`config.mk`:
```
export PLATFORM = sky130hd
export DESIGN_NAME = sprite_mask_unit_flat
export DESIGN_NICKNAME = d
export VERILOG_FILES = /design/src/rtl/sprite_pkg.sv /design/src/rtl/sprite_mask_unit_if.sv /design/src/rtl/sprite_mask_rom.sv /design/src/rtl/sprite_mask_unit.sv /design/src/flat_wrapper.sv
export SDC_FILE = /design/constraint.sdc
export NUM_CORES = 1
export LEC_CHECK = 0
export ABC_AREA = 1
export CORE_MARGIN = 3
export CORE_UTILIZATION = 45
export DETAILED_ROUTE_END_ITERATION = 6
export HOLD_SLACK_MARGIN = 0.1
export PLACE_DENSITY_LB_ADDON = 0.1
export SLEW_MARGIN = 15
export SYNTH_ARGS = -nofsm -noshare
export SYNTH_HDL_FRONTEND = slang
export SYNTH_SLANG_ARGS = --single-unit
```
`constraint.sdc`:
```
create_clock -name clk -period 5 [get_ports clk]
set_input_delay 1 -clock clk [delete_from_list [all_inputs] [get_ports clk]]
set_output_delay 1 -clock clk [all_outputs]
set_load 0.1 [all_outputs]
```
`src/rtl/sprite_pkg.sv`:
```
// sprite_pkg: shared defaults, index widths and the sprite mask contents
package sprite_pkg;
    localparam int NUM_SPR_D = 4;
    localparam int SPR_W_D = 16;
    localparam int SPR_H_D = 16;
    localparam int X_W_D = 10;
    localparam int Y_W_D = 10;
    function automatic int idx_w(input int n);
        return n > 1 ? $clog2(n) : 1;
    endfunction
    localparam int SID_W_D = idx_w(NUM_SPR_D);
    localparam int ROW_W_D = $clog2(SPR_H_D);
    localparam int COL_W_D = $clog2(SPR_W_D);
    // sprite 0 has a hole at its top-left pixel, sprite 2 at its bottom-left pixel
    function automatic logic mask_bit(input int id, input int row, input int col, input int h);
        return id == 0 ? !(row == 0 && col == 0) :
               id == 2 ? !(row == h - 1 && col == 0) : 1'b1;
    endfunction
endpackage

```
`src/rtl/sprite_mask_unit_if.sv`:
```
// sprite_mask_unit_if: pixel, register-write and result signals of the sprite mask unit
// iWrMirror exists only when SPRITE_MIRROR_EN is defined
interface sprite_mask_unit_if
    import sprite_pkg::*;
#(
    parameter int NUM_SPR = NUM_SPR_D,
    parameter int X_W = X_W_D,
    parameter int Y_W = Y_W_D
);
    localparam int SID_W = idx_w(NUM_SPR);
    logic             iPixelValid;
    logic [X_W-1:0]   iPixelX;
    logic [Y_W-1:0]   iPixelY;
    logic             iWrReq;
    logic [SID_W-1:0] iWrSel;
    logic [X_W-1:0]   iWrX;
    logic [Y_W-1:0]   iWrY;
    logic             iWrVisible;
`ifdef SPRITE_MIRROR_EN
    logic             iWrMirror;
`endif
    logic             oWrAck;
    logic             oValid;
    logic             oMask;
    logic [SID_W-1:0] oSpriteId;
    modport master (
        output iPixelValid, iPixelX, iPixelY, iWrReq, iWrSel, iWrX, iWrY, iWrVisible,
`ifdef SPRITE_MIRROR_EN
        output iWrMirror,
`endif
        input oWrAck, oValid, oMask, oSpriteId
    );
    modport slave (
        input iPixelValid, iPixelX, iPixelY, iWrReq, iWrSel, iWrX, iWrY, iWrVisible,
`ifdef SPRITE_MIRROR_EN
        input iWrMirror,
`endif
        output oWrAck, oValid, oMask, oSpriteId
    );
endinterface

```
`src/rtl/sprite_mask_rom.sv`:
```
// sprite_mask_rom: combinational 1-bit mask lookup addressed by {spriteId,row,col}
module sprite_mask_rom
    import sprite_pkg::*;
#(
    parameter int NUM_SPR = NUM_SPR_D,
    parameter int SPR_W = SPR_W_D,
    parameter int SPR_H = SPR_H_D,
    localparam int SID_W = idx_w(NUM_SPR),
    localparam int ROW_W = $clog2(SPR_H),
    localparam int COL_W = $clog2(SPR_W)
) (
    input  logic [SID_W+ROW_W+COL_W-1:0] addr,
    output logic                         data
);
    assign data = mask_bit(int'(addr[COL_W+ROW_W+:SID_W]), int'(addr[COL_W+:ROW_W]),
                           int'(addr[COL_W-1:0]), SPR_H);
endmodule

```
`src/rtl/sprite_mask_unit.sv`:
```
// sprite_mask_unit: two-stage per-pixel sprite hit test, mask lookup and priority select
// defining SPRITE_MIRROR_EN adds a per-sprite horizontal mirror bit
module sprite_mask_unit
    import sprite_pkg::*;
#(
    parameter int NUM_SPR = NUM_SPR_D,
    parameter int SPR_W = SPR_W_D,
    parameter int SPR_H = SPR_H_D,
    parameter int X_W = X_W_D,
    parameter int Y_W = Y_W_D
) (
    input logic clk,
    input logic rst_n,
    sprite_mask_unit_if.slave bus
);
    localparam int SID_W = idx_w(NUM_SPR);
    localparam int ROW_W = $clog2(SPR_H);
    localparam int COL_W = $clog2(SPR_W);
    localparam logic [SID_W:0] NUM_L = (SID_W + 1)'(NUM_SPR);

    logic [X_W-1:0]     pos_x_q [NUM_SPR];
    logic [X_W-1:0]     pos_x_d [NUM_SPR];
    logic [Y_W-1:0]     pos_y_q [NUM_SPR];
    logic [Y_W-1:0]     pos_y_d [NUM_SPR];
    logic [X_W-1:0]     dx [NUM_SPR];
    logic [Y_W-1:0]     dy [NUM_SPR];
    logic [ROW_W-1:0]   row_q [NUM_SPR];
    logic [ROW_W-1:0]   row_d [NUM_SPR];
    logic [COL_W-1:0]   col_q [NUM_SPR];
    logic [COL_W-1:0]   col_d [NUM_SPR];
    logic [NUM_SPR-1:0] vis_q, vis_d, hit_q, hit_d, wr, rom_bit, eff;
`ifdef SPRITE_MIRROR_EN
    logic [NUM_SPR-1:0] mir_q, mir_d;
`endif
    logic               v1_q, v1_d, valid_q, valid_d, mask_q, mask_d, ack_q, ack_d;
    logic [SID_W-1:0]   id_q, id_d;

    // stage 1 compares against the pre-write registers, so a same-cycle write lands on the next pixel
    always_comb begin
        ack_d = bus.iWrReq && {1'b0, bus.iWrSel} < NUM_L;
        v1_d = bus.iPixelValid;
        for (int k = 0; k < NUM_SPR; k++) begin
            wr[k] = bus.iWrReq && bus.iWrSel == SID_W'(k);
            pos_x_d[k] = wr[k] ? bus.iWrX : pos_x_q[k];
            pos_y_d[k] = wr[k] ? bus.iWrY : pos_y_q[k];
            vis_d[k] = wr[k] ? bus.iWrVisible : vis_q[k];
`ifdef SPRITE_MIRROR_EN
            mir_d[k] = wr[k] ? bus.iWrMirror : mir_q[k];
`endif
            dx[k] = bus.iPixelX - pos_x_q[k];
            dy[k] = bus.iPixelY - pos_y_q[k];
            hit_d[k] = bus.iPixelValid && vis_q[k] && bus.iPixelX >= pos_x_q[k] &&
                       bus.iPixelY >= pos_y_q[k] && dx[k] < X_W'(SPR_W) && dy[k] < Y_W'(SPR_H);
            row_d[k] = dy[k][ROW_W-1:0];
`ifdef SPRITE_MIRROR_EN
            col_d[k] = mir_q[k] ? ~dx[k][COL_W-1:0] : dx[k][COL_W-1:0];
`else
            col_d[k] = dx[k][COL_W-1:0];
`endif
        end
    end

    for (genvar i = 0; i < NUM_SPR; i++) begin : g_rom
        sprite_mask_rom #(.NUM_SPR(NUM_SPR), .SPR_W(SPR_W), .SPR_H(SPR_H)) u_rom (
            .addr({SID_W'(i), row_q[i], col_q[i]}),
            .data(rom_bit[i])
        );
    end

    assign eff = hit_q & rom_bit;

    always_comb begin
        id_d = '0;
        for (int k = NUM_SPR - 1; k >= 0; k--) id_d = eff[k] ? SID_W'(k) : id_d;
        mask_d = |eff;
        valid_d = v1_q;
    end

    always_ff @(posedge clk or negedge rst_n) begin
        if (!rst_n) begin
            pos_x_q <= '{default: '0};
            pos_y_q <= '{default: '0};
            row_q <= '{default: '0};
            col_q <= '{default: '0};
            vis_q <= '0;
`ifdef SPRITE_MIRROR_EN
            mir_q <= '0;
`endif
            hit_q <= '0;
            v1_q <= 1'b0;
            valid_q <= 1'b0;
            mask_q <= 1'b0;
            id_q <= '0;
            ack_q <= 1'b0;
        end else begin
            pos_x_q <= pos_x_d;
            pos_y_q <= pos_y_d;
            row_q <= row_d;
            col_q <= col_d;
            vis_q <= vis_d;
`ifdef SPRITE_MIRROR_EN
            mir_q <= mir_d;
`endif
            hit_q <= hit_d;
            v1_q <= v1_d;
            valid_q <= valid_d;
            mask_q <= mask_d;
            id_q <= id_d;
            ack_q <= ack_d;
        end
    end

    assign bus.oWrAck = ack_q;
    assign bus.oValid = valid_q;
    assign bus.oMask = mask_q;
    assign bus.oSpriteId = id_q;
endmodule
```
`src/flat_wrapper.sv`:
```
// flat-port wrapper written by rule: the top's interface ports become plain ports
module sprite_mask_unit_flat import sprite_pkg::*;
#(
    parameter int NUM_SPR = NUM_SPR_D,
    parameter int SPR_W = SPR_W_D,
    parameter int SPR_H = SPR_H_D,
    parameter int X_W = X_W_D,
    parameter int Y_W = Y_W_D
)
  (clk, rst_n, bus_iPixelValid, bus_iPixelX, bus_iPixelY, bus_iWrReq, bus_iWrSel, bus_iWrX, bus_iWrY, bus_iWrVisible, bus_oWrAck, bus_oValid, bus_oMask, bus_oSpriteId);
  sprite_mask_unit_if #(.NUM_SPR(NUM_SPR), .X_W(X_W), .Y_W(Y_W)) bus_i ();
  input logic clk;
  input logic rst_n;
  input wire logic [$bits(bus_i.iPixelValid)-1:0] bus_iPixelValid;
  input wire logic [$bits(bus_i.iPixelX)-1:0] bus_iPixelX;
  input wire logic [$bits(bus_i.iPixelY)-1:0] bus_iPixelY;
  input wire logic [$bits(bus_i.iWrReq)-1:0] bus_iWrReq;
  input wire logic [$bits(bus_i.iWrSel)-1:0] bus_iWrSel;
  input wire logic [$bits(bus_i.iWrX)-1:0] bus_iWrX;
  input wire logic [$bits(bus_i.iWrY)-1:0] bus_iWrY;
  input wire logic [$bits(bus_i.iWrVisible)-1:0] bus_iWrVisible;
  output wire logic [$bits(bus_i.oWrAck)-1:0] bus_oWrAck;
  output wire logic [$bits(bus_i.oValid)-1:0] bus_oValid;
  output wire logic [$bits(bus_i.oMask)-1:0] bus_oMask;
  output wire logic [$bits(bus_i.oSpriteId)-1:0] bus_oSpriteId;
  assign bus_i.iPixelValid = bus_iPixelValid;
  assign bus_i.iPixelX = bus_iPixelX;
  assign bus_i.iPixelY = bus_iPixelY;
  assign bus_i.iWrReq = bus_iWrReq;
  assign bus_i.iWrSel = bus_iWrSel;
  assign bus_i.iWrX = bus_iWrX;
  assign bus_i.iWrY = bus_iWrY;
  assign bus_i.iWrVisible = bus_iWrVisible;
  assign bus_oWrAck = bus_i.oWrAck;
  assign bus_oValid = bus_i.oValid;
  assign bus_oMask = bus_i.oMask;
  assign bus_oSpriteId = bus_i.oSpriteId;
  sprite_mask_unit #(.NUM_SPR(NUM_SPR), .SPR_W(SPR_W), .SPR_H(SPR_H), .X_W(X_W), .Y_W(Y_W)) u_core (.clk(clk), .rst_n(rst_n), .bus(bus_i));
endmodule
```
======== Word level (Yosys, flattened, before mapping) ========
Cells that the tools add are included.
W data, S select, Z words.
word-level totals
  register bits ........................... 110
  output and inout bits ................... 5
operators by class
  add/subtract/negate cells ............... 8
  $lt $le $gt $ge ......................... 16
  eq/ne operators ......................... 4
  multiplexer cells ....................... 4
  bitwise gates (word level) .............. 1
  reductions and logical operators ........ 33
operator list
  kind                   count
  $ge A10 B10 Y1         8
  $lt A10 B5 Y1 const B  8
  $sub A10 B10 Y10       8
  $logic_and A1 B1 Y1    26
  $logic_not A4 Y1       3
  $mux W2                4
  $and A4 B4 Y4          1
  $eq A2 B2 Y1 const B   2
  $eq A4 B1 Y1 const B   1
  $reduce_or A4 Y1       1
  $eq A2 B1 Y1 const B   1
  $logic_not A1 Y1       2
  $logic_not A2 Y1       1

======== Logic depth before layout (Yosys ltp) ========
Gate-level depths: netlist of the first run.
  depth after elaboration ................. 8
  gate-level depth with buffers ........... 15

======== By module ========
A second synthesis of the first run with hierarchy kept.
unflattened totals
  cells, all modules ...................... 1396
  area total of the unflattened synthesis .. 9380.2 um^2
modules (own cells, without submodules)
  module            times used  cells each  area an instance (um^2)  seq. area each (um^2)
  sprite_mask_unit  1           1332        9120.0                   3153.0
  sprite_mask_rom   4           16          65.1                     0.0

======== Worst setup path before layout of the first run ========
Ideal clock, no wire load.
  path kind ............................... in2reg
  start point ............................. in bus_iPixelY[0]
  end point ............................... reg u_core.hit_q[2]
  arrival ................................. 2.439 ns
  data required time ...................... 4.931 ns
  slack ................................... 2.492 ns
  cell stages on the path ................. 15
  path buffers ............................ 0
  cell sequence ........................... inv_1 > ha_1 > inv_1 > fa_1 > nand2_2 > nand2_2 > nand3b_1 > nand2_1 > nand2_1 > nand2_1 > nor2_1 > nand2_1 > nor2_1 > nand2_1 > nor2_2
between the ends
  longest elaborated chain between the ends .. 4
  elaborated cells between the ends (all ways) .. 6
ends and longest elaborated chain
  what                                                                      line                     RTL
  start: declaration                                                        flat_wrapper.sv:16       input wire logic [$bits(bus_i.iPixelY)-1:0] bus_iPixelY;
  parallel branches: the longest is 3 deep, another holds $sub A10 B10 Y10  n/a
  $logic_and A1 B1 Y1 (*)                                                   sprite_mask_unit.sv:53   bus.iPixelY >= pos_y_q[k] && dx[k] < X_W'(SPR_W) && dy[k] < Y_W'(SPR_H);
  named net u_core.hit_d[2]                                                 sprite_mask_unit.sv:31   logic [NUM_SPR-1:0] vis_q, vis_d, hit_q, hit_d, wr, rom_bit, eff;
  end signal: assignment                                                    sprite_mask_unit.sv:104  hit_q <= hit_d;
  end: declaration                                                          sprite_mask_unit.sv:31
Mark *: on every way through the listed nets, which the timed path passes.
A chain may end at the register's enable or synchronous reset.

======== Worst setup path in the final report of the first run ========
  start point ............................. in bus_iPixelX[0]
  end point ............................... reg u_core.hit_q[2]
between the ends
  longest elaborated chain between the ends .. 5
  elaborated cells between the ends (all ways) .. 7
ends and longest elaborated chain
  what                                                                      line                    RTL
  start: declaration                                                        flat_wrapper.sv:15      input wire logic [$bits(bus_i.iPixelX)-1:0] bus_iPixelX;
  parallel branches: the longest is 3 deep, another holds $sub A10 B10 Y10  n/a
  $logic_and A1 B1 Y1 (*) (2 in series)                                     sprite_mask_unit.sv:53
  named net u_core.hit_d[2]                                                 sprite_mask_unit.sv:31
Marked as above.

==> results.json, run 1 <==
{
  "vias": 7573,
  "p_leak_nw": 5.25,
  "diodes": 0,
  "tritoncts": "done",
  "r2r_cells": 14,
  "antenna_found_initial": 0,
  "netlist.area_leader.share": 0.328,
  "whs_path_depth": 0,
  "grt-ovfl-total": 0,
  "wl_mm": 22.0,
  "setup_viol": 0,
  "syn_to_final_growth_pct": 13.1,
  "synth.area.top_cells": "dfrtp_1, nand2_1, ha_1",
  "drive_gt1_frac": 0.0251,
  "ant_nets": 0,
  "first_iter_violations": 662,
  "via_per_inst": 4.90,
  "ir_drop_v": 0.000178,
  "synth_area_leader_cell": "dfrtp_1",
  "critical_path_arrival_ns": 3.13,
  "hold_buffers": 0,
  "gp_congestion": 0.901,
  "switchingPower_mw": 1.26,
  "crit_slowest_cell": "clkdlybuf4s50_1",
  "h-tree-depth": 3,
  "setup_tns_ns": 0,
  "rsz0062_at_grt": "false",
  "start_util": 0.462,
  "synth_simple_gate_area_share": 0.316,
  "numCtsBuffers": 9,
  "switching_share": 0.390,
  "synth.area.mux_share": 0,
  "rows": 49,
  "grt_first_pass_wirelength_mm": 35.5,
  "synth_area_per_cell_sq_um": 6.65,
  "ios": 52,
  "ys_warn_count": 0,
  "synth-xor-area-share": 0.0104,
  "endpoint": "u_core.hit_q[2]",
  "place_area_sq_um": 9150,
  "r2r_slack_ns": 3.03,
  "root_buffer": "clkbuf_16",
  "synth_top_family_by_area": "simple AND/OR/NAND/NOR gates",
  "dieHeight_microns": 142,
  "seqPwrFrac": 0.346,
  "cpMostUsedCell": "nand2_1",
  "synth_adder_area_share": 0.129,
  "clk_latency_ns": 0.36,
  "syn_area_sq_um": 8380,
  "worstSetupPathType": "in2reg",
  "numPortBuffers": 51,
  "reg2reg_from": "u_core.pos_x_q[10]",
  "grt_pass1_vias": 6919,
  "synth_cell_type_count": 31,
  "fin_crit_sh": 0.567,
  "die_x_microns": 142,
  "syn-num-nets": 1391,
  "synth_seq_cells": 110,
  "hpwlAfterDp_mm": 17.7,
  "clock_sinks": 110,
  "clk_pin_slew_ns": 0.07,
  "synth-compound-area-share": 0.101,
  "pwr-share-comb": 0.405,
  "core-area_sq_um": 18100,
  "status": "completed",
  "maxCapViolCount": 0,
  "seq_area_frac_synth": 0.328,
  "cts.path.max_buffers": 2,
  "worstSetupStartpointType": "input pin",
  "grt_max_degree": 76,
  "cts_resized": 0,
  "synthCells": 1260,
  "reg2reg_to": "u_core.hit_q[2]",
  "min_period_ns": 2.84,
  "min_path_type": "reg2reg",
  "layout_common_cells": "nand2_1, inv_1, dfrtp_1, nor2_1, o21ai_0",
  "die-area_sq_um": 20300,
  "cp-startpoint": "bus_iPixelX[0]",
  "grtUsageTotal": 0.220,
  "cp.required_ns": 5.30,
  "power_density_nw_per_um2": 341,
  "fin_area_sq_um": 9480,
  "cp_max_fo": 4,
  "tightest_slew_ns": 0.973,
  "max_stage_delay_ns": 0.42,
  "final_common_cell": "nand2_1",
  "relSlewSlack": 0.349,
  "fmax_mhz": 353,
  "maxSlewViolCount": 0,
  "holdWs_ns": 0.389,
  "p_int_mw": 1.97,
  "nets": 1441,
  "cp-end-kind": "flip-flop",
  "clkPwrFrac": 0.249,
  "path_cells": "clkdlybuf4s50_1 > inv_1 > ha_1 > inv_1 > fa_1 > nand2_1 > nand2_1 > nand3b_1 > nand2_1 > nand2_1 > nand2_1 > nor2_1 > nand2_1 > nor2_1 > nand2_1 > nor2_2",
  "wl_per_cell_microns": 14.2,
  "finalHoldViolCount": 0,
  "drc": 0,
  "finClkSkew_ns": 0.0103,
  "post-cts-setup-buffer-count": 0,
  "firstDrtPassIters": 5
}
[cell families (layout without fill, tap and decap cells)]
logic type | count (synthesis) | count (layout)
flip-flops | 110 | 110
XOR/XNOR | 10 | 10
AO/OA/AOI/OAI | 159 | 159
buffers and inverters | 258 | 313
AND/OR/NAND/NOR | 639 | 639
adder cells (fa/ha/maj) | 84 | 84
[final cells by class]
class	instances	area [sq um]
repair buffers	56	546
multi-input cells	892	4660
inverters	241	905
clock buffers	9	225
well taps	229	287
clock inverters	7	105
fillers	1871	8670
flip-flops and latches	110	2750
[synthesized netlist by cell type]
library cell,instances
buf_2,1
nor3_1,6
o21bai_1,9
a21oi_2,1
a21oi_1,44
clkbuf_1,16
a21o_1,4
inv_1,241
ha_1,80
nand3_1,83
nor2_2,1
o21ai_0,95
xor2_1,9
o21ai_1,1
nand4_1,21
xnor2_1,1
o31ai_1,1
a21boi_0,1
o21a_1,2
nor2_1,95
nand2_2,4
nor2_4,1
fa_1,4
nand3b_1,10
a31oi_1,1
nor4_1,1
or2_1,3
nand3_2,2
nand2_1,410
dfrtp_1,110
or2_2,2
[power groups by stage]
stage | Combinational [mW] | Sequential (mW) | Clock (mW)
3_3_place_gp | 1.29 | 1.13 | 0
4_1_cts | 1.30 | 1.12 | 0.830
5_1_grt | 1.51 | 1.13 | 0.852
3_5_place_dp | 1.30 | 1.13 | 0
6_report | 1.31 | 1.12 | 0.803
2_1_floorplan | 0.959 | 1.11 | 0
[critical path: cells and delay by family]
family                   cells  cell delay (ns)
buffers and inverters        3             0.66
AND/OR/NAND/NOR             11             0.90
adder cells (fa/ha/maj)      2             0.57
[worst min path at each step]
stage	endpoint	start
finish	u_core.bus.oValid	u_core.v1_q
global route	u_core.bus.oValid	u_core.v1_q
CTS	u_core.bus.oValid	u_core.v1_q
detailed placement	u_core.bus.oValid	u_core.v1_q
global placement	u_core.bus.oValid	u_core.v1_q
floorplan	u_core.bus.oValid	u_core.v1_q
[metrics by stage]
step | setup slack (ns) | total power [mW] | instances | util
final | 2.16 | 3.23 | 1544 | 0.522
after global routing | 1.92 | 3.50 | 1544 | 0.522
after CTS | 2.16 | 3.25 | 1544 | 0.522
after detailed placement | 1.80 | 2.43 | 1528 | 0.504
after global placement | 1.86 | 2.42 | 1528 | 0.504
after floorplan | 2.49 | 2.07 | 1260 | -
[flip-flops by register name, indices dropped and copies added (netlist names)]
name	cells
u_core.vis_q	4
u_core.hit_q	4
u_core.pos_x_q	40
u_core.bus.oMask	1
u_core.pos_y_q	40
u_core.bus.oWrAck	1
u_core.row_q	8
u_core.bus.oValid	1
u_core.col_q	8
u_core.v1_q	1
u_core.bus.oSpriteId	2
[per-layer routing]
| metal | vias to the layer above | share of wire | track usage |
|---|---|---|---|
| met5 | - | 0 | 0 |
| met4 | 0 | 0.0094 | 0.0405 |
| met3 | 15 | 0.040 | 0.0329 |
| met2 | 153 | 0.45 | 0.356 |
| met1 | 3353 | 0.50 | 0.316 |
| li1 | 4052 | - | - |
Power figures use the tool's default switching activity.
==> inputs of run 2 (changes only) <==
==> constraint.sdc (replaced) <==
create_clock -name clk -period 2.4 [get_ports clk]
set_input_delay 0.48 -clock clk [delete_from_list [all_inputs] [get_ports clk]]
set_output_delay 0.48 -clock clk [all_outputs]
set_load 0.1 [all_outputs]
==> run 2 against run 1 <==
Sequential share of layout area shrank 1.6 points. Die area is the same. First-iteration DRC count shrank 14%. Final cell count grew 4.9%. Total power grew 110%. Critical path depth is the same. Combinational power grew 130%. Critical path type unchanged. Largest power group unchanged.
==> results.json, run 2 (synthesized netlist as in run 1, its figures left out) <==
{
  "status": "completed",
  "finalHoldViolCount": 0,
  "hold_buffers": 0,
  "grtUsageTotal": 0.228,
  "setup_tns_ns": 0,
  "wl_per_cell_microns": 13.9,
  "hpwlAfterDp_mm": 18.3,
  "ant_nets": 0,
  "fin_area_sq_um": 10000,
  "numCtsBuffers": 9,
  "maxCapViolCount": 0,
  "finClkSkew_ns": 0.0105,
  "register_area_sq_um": 2750,
  "clkPwrFrac": 0.227,
  "rsz0062_at_grt": "false",
  "dieHeight_microns": 142,
  "r2r_slack_ns": 0.48,
  "ir_drop_v": 0.000383,
  "syn_to_final_growth_pct": 19.7,
  "maxSlewViolCount": 0,
  "cts.path.max_buffers": 2,
  "diodes": 0,
  "worstSetupStartpointType": "input pin",
  "numPortBuffers": 51,
  "reg2reg_to": "u_core.hit_q[2]",
  "antenna_found_initial": 0,
  "wl_mm": 22.4,
  "seqPwrFrac": 0.336,
  "drc": 0,
  "ios": 52,
  "start_util": 0.462,
  "relSlewSlack": 0.592,
  "p_leak_nw": 5.62,
  "cp_max_fo": 4,
  "nets": 1517,
  "rows": 49,
  "tritoncts": "done",
  "drive_gt1_frac": 0.0827,
  "p_int_mw": 4.23,
  "core-area_sq_um": 18100,
  "setup_viol": 0,
  "reg_top3": "u_core.pos_x_q x40, u_core.pos_y_q x40",
  "multi_input_area_sq_um": 4660,
  "vias": 7816,
  "h-tree-depth": 3,
  "min_path_type": "in2async",
  "grt_max_degree": 45,
  "grt_pass1_vias": 7331,
  "switchingPower_mw": 2.69,
  "reg2reg_from": "u_core.pos_x_q[10]",
  "instances_no_fill": 1620,
  "worstSetupPathType": "in2reg",
  "firstDrtPassIters": 5,
  "first_iter_violations": 568,
  "place_area_sq_um": 9730,
  "r2r_cells": 14,
  "finalPower_mw": 6.91,
  "grt_first_pass_wirelength_mm": 37.2,
  "final_common_cell": "nand2_1",
  "fmax_mhz": 453,
  "power_density_nw_per_um2": 689,
  "die_x_microns": 142,
  "final_util": 0.553,
  "cp.required_ns": 2.69,
  "clock_sinks": 110,
  "cp-end-kind": "flip-flop",
  "clk_pin_slew_ns": 0.08,
  "switching_share": 0.389,
  "clk_latency_ns": 0.36,
  "gp_congestion": 0.922,
  "root_buffer": "clkbuf_16",
  "pwr-share-comb": 0.437,
  "fin_crit_sh": 0.919,
  "die-area_sq_um": 20300,
  "via_per_inst": 4.82,
  "grt-ovfl-total": 0,
  "critical_path_arrival_ns": 2.50,
  "post-cts-setup-buffer-count": 0,
  "place_inst": 1604,
  "fillers": 1823,
  "cts_resized": 0,
  "tightest_slew_ns": 0.612,
  "min_period_ns": 2.21,
  "layout_common_cells": "nand2_1, inv_1, dfrtp_1, nor2_1, o21ai_0"
}
## run 2: cell types whose count changed in the layout (fill, tap and decap cells not counted), sizes merged
cell and delta:
inv -1, clkdlybuf4s50 -5, bufinv -1, buf +81, clkinv +1, clkbuf +1
## run 2: critical path: stages
cell and delay [ns]:
clkdlybuf4s50_1 0.47, inv_2 0.12, ha_1 0.15, inv_1 0.05, fa_1 0.37, nand2_1 0.08, nand2_1 0.10, nand3b_1 0.13
nand2_1 0.08, nand2_1 0.06, nand2_1 0.04, nor2_1 0.09, nand2_1 0.05, nor2_1 0.08, nand2_1 0.07, nor2_2 0.07
## run 2: through the flow
stage	worst slack, ns	hold slack [ns]
after floorplan	0.412	0.184
after global placement	-0.187	0.340
after detailed placement	-0.174	0.339
after CTS	0.192	0.132
after global routing	0.0155	0.165
final	0.194	0.119
## run 2: cell type report
type                            count  share of cell area
Clock inverter                      6             0.00711
Multi-Input combinational cell    892               0.464
Sequential cell                   110               0.274
Timing Repair Buffer              132               0.112
Tap cell                          229              0.0286
Inverter                          241              0.0902
Clock buffer                       10              0.0228
## run 2: metal layers
metal  track usage  up-vias  wire length, microns
li1              -     4196                     -
met1         0.333     3456                 11500
met2         0.363      146                  9900
met3        0.0302       18                   763
met4        0.0510        0                   301
met5             0        -                     0
## run 2: how the worst max path moves through the flow
stage,from,endpoint,slack [ns],cells after the start
finish,bus_iPixelX[0],u_core.hit_q[2],0.19,16
global route,bus_iPixelY[0],u_core.hit_q[0],0.02,14
CTS,bus_iPixelX[0],u_core.hit_q[2],0.19,16
detailed placement,bus_iPixelX[0],u_core.hit_q[2],-0.17,16
global placement,bus_iPixelY[0],u_core.hit_q[0],-0.19,14
floorplan,bus_iPixelY[0],u_core.hit_q[2],0.41,15
## run 2: power by group through the flow
stage / combinational [mW] / clock (mW) / sequential (mW)
finish: 3.02 / 1.57 / 2.32
detailed placement: 2.99 / 0 / 2.35
CTS: 3.01 / 1.61 / 2.32
global placement: 2.97 / 0 / 2.35
floorplan: 2.00 / 0 / 2.32
global route: 3.47 / 1.69 / 2.36
==> inputs of run 3 (changes only) <==
--- a/config.mk
+++ b/config.mk
@@ -5,7 +5,6 @@
 export SDC_FILE = /design/constraint.sdc
 export NUM_CORES = 1
 export LEC_CHECK = 0
-export ABC_AREA = 1
 export CORE_MARGIN = 3
 export CORE_UTILIZATION = 45
 export DETAILED_ROUTE_END_ITERATION = 6
==> run 3 against run 2 <==
The flow now finishes with violations (setup timing). Worst setup slack worse by 0.24 ns. Cell area up 0.32%. Register-to-register slack lost 0.53 ns. Global-route usage is 0.36 points higher. Final cell count decreased by 28%. Maximum frequency shrank 10%. Routed wire length decreased by 11%. Sequential cell count is the same. Synthesized cell count decreased by 42%. Worst hold slack better by 0.077 ns. Core utilization is 10 points higher. Critical endpoint is now u_core.hit_q[0]. Largest power group unchanged.
==> results.json, run 3 <==
{
  "status": "finished with violations",
  "violations": "setup timing",
  "min_path_type": "in2async",
  "crit_slowest_cell": "or4_1",
  "clk_latency_ns": 0.36,
  "finalPower_mw": 7.29,
  "hpwlAfterDp_mm": 14.9,
  "synth-edff-count": 0,
  "cp.required_ns": 2.70,
  "die-area_sq_um": 17600,
  "grt_first_pass_wirelength_mm": 32.8,
  "numCtsBuffers": 9,
  "place_inst": 1140,
  "ys_warn_count": 0,
  "gp_congestion": 0.870,
  "final_common_cell": "buf_4",
  "cp_max_fo": 4,
  "tightest_slew_ns": 0.589,
  "seq_area_frac_synth": 0.382,
  "ant_nets": 0,
  "reg2reg_to": "u_core.hit_q[0]",
  "worstSetupPathType": "reg2reg",
  "via_per_inst": 5.37,
  "vias": 6224,
  "crit_cells": 10,
  "instances_no_fill": 1160,
  "maxSlewViolCount": 0,
  "cts.path.max_buffers": 2,
  "cp.buffers_inverters": 1,
  "syn-num-nets": 861,
  "synth_area_leader_cell": "dfrtp_1",
  "min_period_ns": 2.45,
  "drive_gt1_frac": 0.355,
  "numPortBuffers": 51,
  "start_util": 0.467,
  "syn_area_sq_um": 7200,
  "synth.area.top_cells": "dfrtp_1, ha_1, mux2_2",
  "r2r_slack_ns": -0.05,
  "power_density_nw_per_um2": 724,
  "grt-ovfl-total": 0,
  "synthArstFlopShare": 1.00,
  "synth_seq_cells": 110,
  "synth_cell_type_count": 62,
  "ios": 52,
  "worstSetupStartpointType": "flip-flop",
  "root_buffer": "clkbuf_16",
  "fmax_mhz": 408,
  "reg2reg_from": "u_core.pos_y_q[30]",
  "grtUsageTotal": 0.232,
  "core-area_sq_um": 15400,
  "layout_common_cells": "buf_4, dfrtp_1, inv_1, mux2_2, ha_1",
  "setup_tns_ns": -0.0894,
  "r2r_cells": 10,
  "wl_mm": 19.9,
  "finClkSkew_ns": 0.00680,
  "fin_crit_sh": 1.02,
  "rows": 45,
  "synth_commonest_cells": "dfrtp_1, inv_1, ha_1, mux2_2, o21ai_0",
  "grt_max_degree": 111,
  "reg_top3": "u_core.pos_x_q x40, u_core.pos_y_q x40",
  "dieHeight_microns": 133,
  "diodes": 0,
  "drc": 0,
  "firstDrtPassIters": 5,
  "cp_top_family": "simple AND/OR/NAND/NOR gates",
  "final_util": 0.652,
  "netlist.area_leader.share": 0.382,
  "max_stage_delay_ns": 0.48,
  "h-tree-depth": 3,
  "antenna_found_initial": 0,
  "path_cells": "ha_4 > inv_2 > fa_2 > a21o_1 > a21oi_4 > o21ai_2 > xor2_1 > or4_1 > nor4_2 > and4_1",
  "clock_sinks": 110,
  "synth_most_common_cell": "dfrtp_1",
  "relSlewSlack": 0.608,
  "maxCapViolCount": 0,
  "synthCells": 730,
  "first_iter_violations": 376,
  "rsz0062_at_grt": "true",
  "nets": 1075,
  "syn_to_final_growth_pct": 39.8,
  "fillers": 1293,
  "critical_path_arrival_ns": 2.75,
  "grt_pass1_vias": 6495,
  "p_leak_nw": 4.72,
  "tritoncts": "done",
  "fin_ws_ns": -0.0497,
  "setup_viol": 2,
  "synth_area_per_cell_sq_um": 9.87,
  "ys.flop_type": "dfrtp_1",
  "wl_per_cell_microns": 17.2,
  "cp-end-kind": "flip-flop",
  "clk_pin_slew_ns": 0.08,
  "ir_drop_v": 0.000411,
  "die_x_microns": 133,
  "finalHoldViolCount": 0
}
==> run 3: cell count changes after synthesis, sizes merged, moves of 11 or more <==
cell	change
nand3	-83
a21o	+12
nand2b	+14
inv	-144
nor2	-70
o21ai	-35
nor2b	+11
nand2	-376
mux2	+67
==> run 3: cell type report <==
type / instances / area [sq um] / share of cell area
flip-flops and latches: 110 / 2750 / 0.273
clock inverters: 7 / 57.6 / 0.00572
clock buffers: 9 / 225 / 0.0224
inverters: 97 / 374 / 0.0372
well taps: 211 / 264 / 0.0262
multi-input cells: 510 / 4590 / 0.456
repair buffers: 216 / 1800 / 0.179
==> run 3: power by group <==
part           switching, mW  internal, mW
sequential             0.156          2.20
combinational           1.68          1.78
clock                  0.742         0.720
==> run 3: routing by layer <==
layer	vias up	GRT usage	share of wire
li1	3035	-	-
met1	3054	0.319	0.48
met2	109	0.379	0.48
met3	26	0.0327	0.029
met4	0	0.0779	0.019
met5	-	0	0
==> run 3: metrics by stage <==
stage                     hold WS (ns)  cell area (sq um)  worst slack [ns]
after floorplan                  0.184               7290           -0.0751
after global routing             0.245              10100            -0.203
after CTS                        0.217               9760            -0.123
after global placement           0.335               9260            -0.739
after detailed placement         0.336               9260            -0.910
final                            0.197              10100           -0.0497
==> run 3: worst max-delay path by stage <==
| stage | start | endpoint | slack (ns) |
|---|---|---|---|
| finish | u_core.pos_y_q[30] | u_core.hit_q[0] | -0.05 |
| global route | u_core.pos_y_q[30] | u_core.hit_q[0] | -0.20 |
| CTS | u_core.pos_y_q[30] | u_core.hit_q[0] | -0.12 |
| detailed placement | bus_iPixelX[0] | u_core.hit_q[1] | -0.91 |
| global placement | bus_iPixelX[0] | u_core.hit_q[1] | -0.74 |
| floorplan | bus_iPixelY[0] | u_core.hit_q[0] | -0.08 |
==> run 3: worst reg2reg max path: stages (launching register included) <==
cell and delay, ns:
dfrtp_1 0.39, ha_4 0.16, inv_2 0.04, fa_2 0.38
a21o_1 0.19, a21oi_4 0.21, o21ai_2 0.08, xor2_1 0.14
or4_1 0.48, nor4_2 0.12, and4_1 0.20
==> run 3: logic make-up after synthesis <==
logic type / after synthesis / share of synthesized area
xor+xnor: 21 / 0.0255
simple gates: 151 / 0.111
fa+ha+maj: 84 / 0.150
buf+inv: 110 / 0.0589
flops: 110 / 0.382
mux: 70 / 0.109
compound gates: 184 / 0.163
==> run 3: timing repair <==
action / CTS / global route
hold buffers: 0 / 0
pin swaps: 18 / 22
gates resized for setup: 53 / 59
endpoints found under the setup margin: 4 / 4
setup buffers: 4 / 1
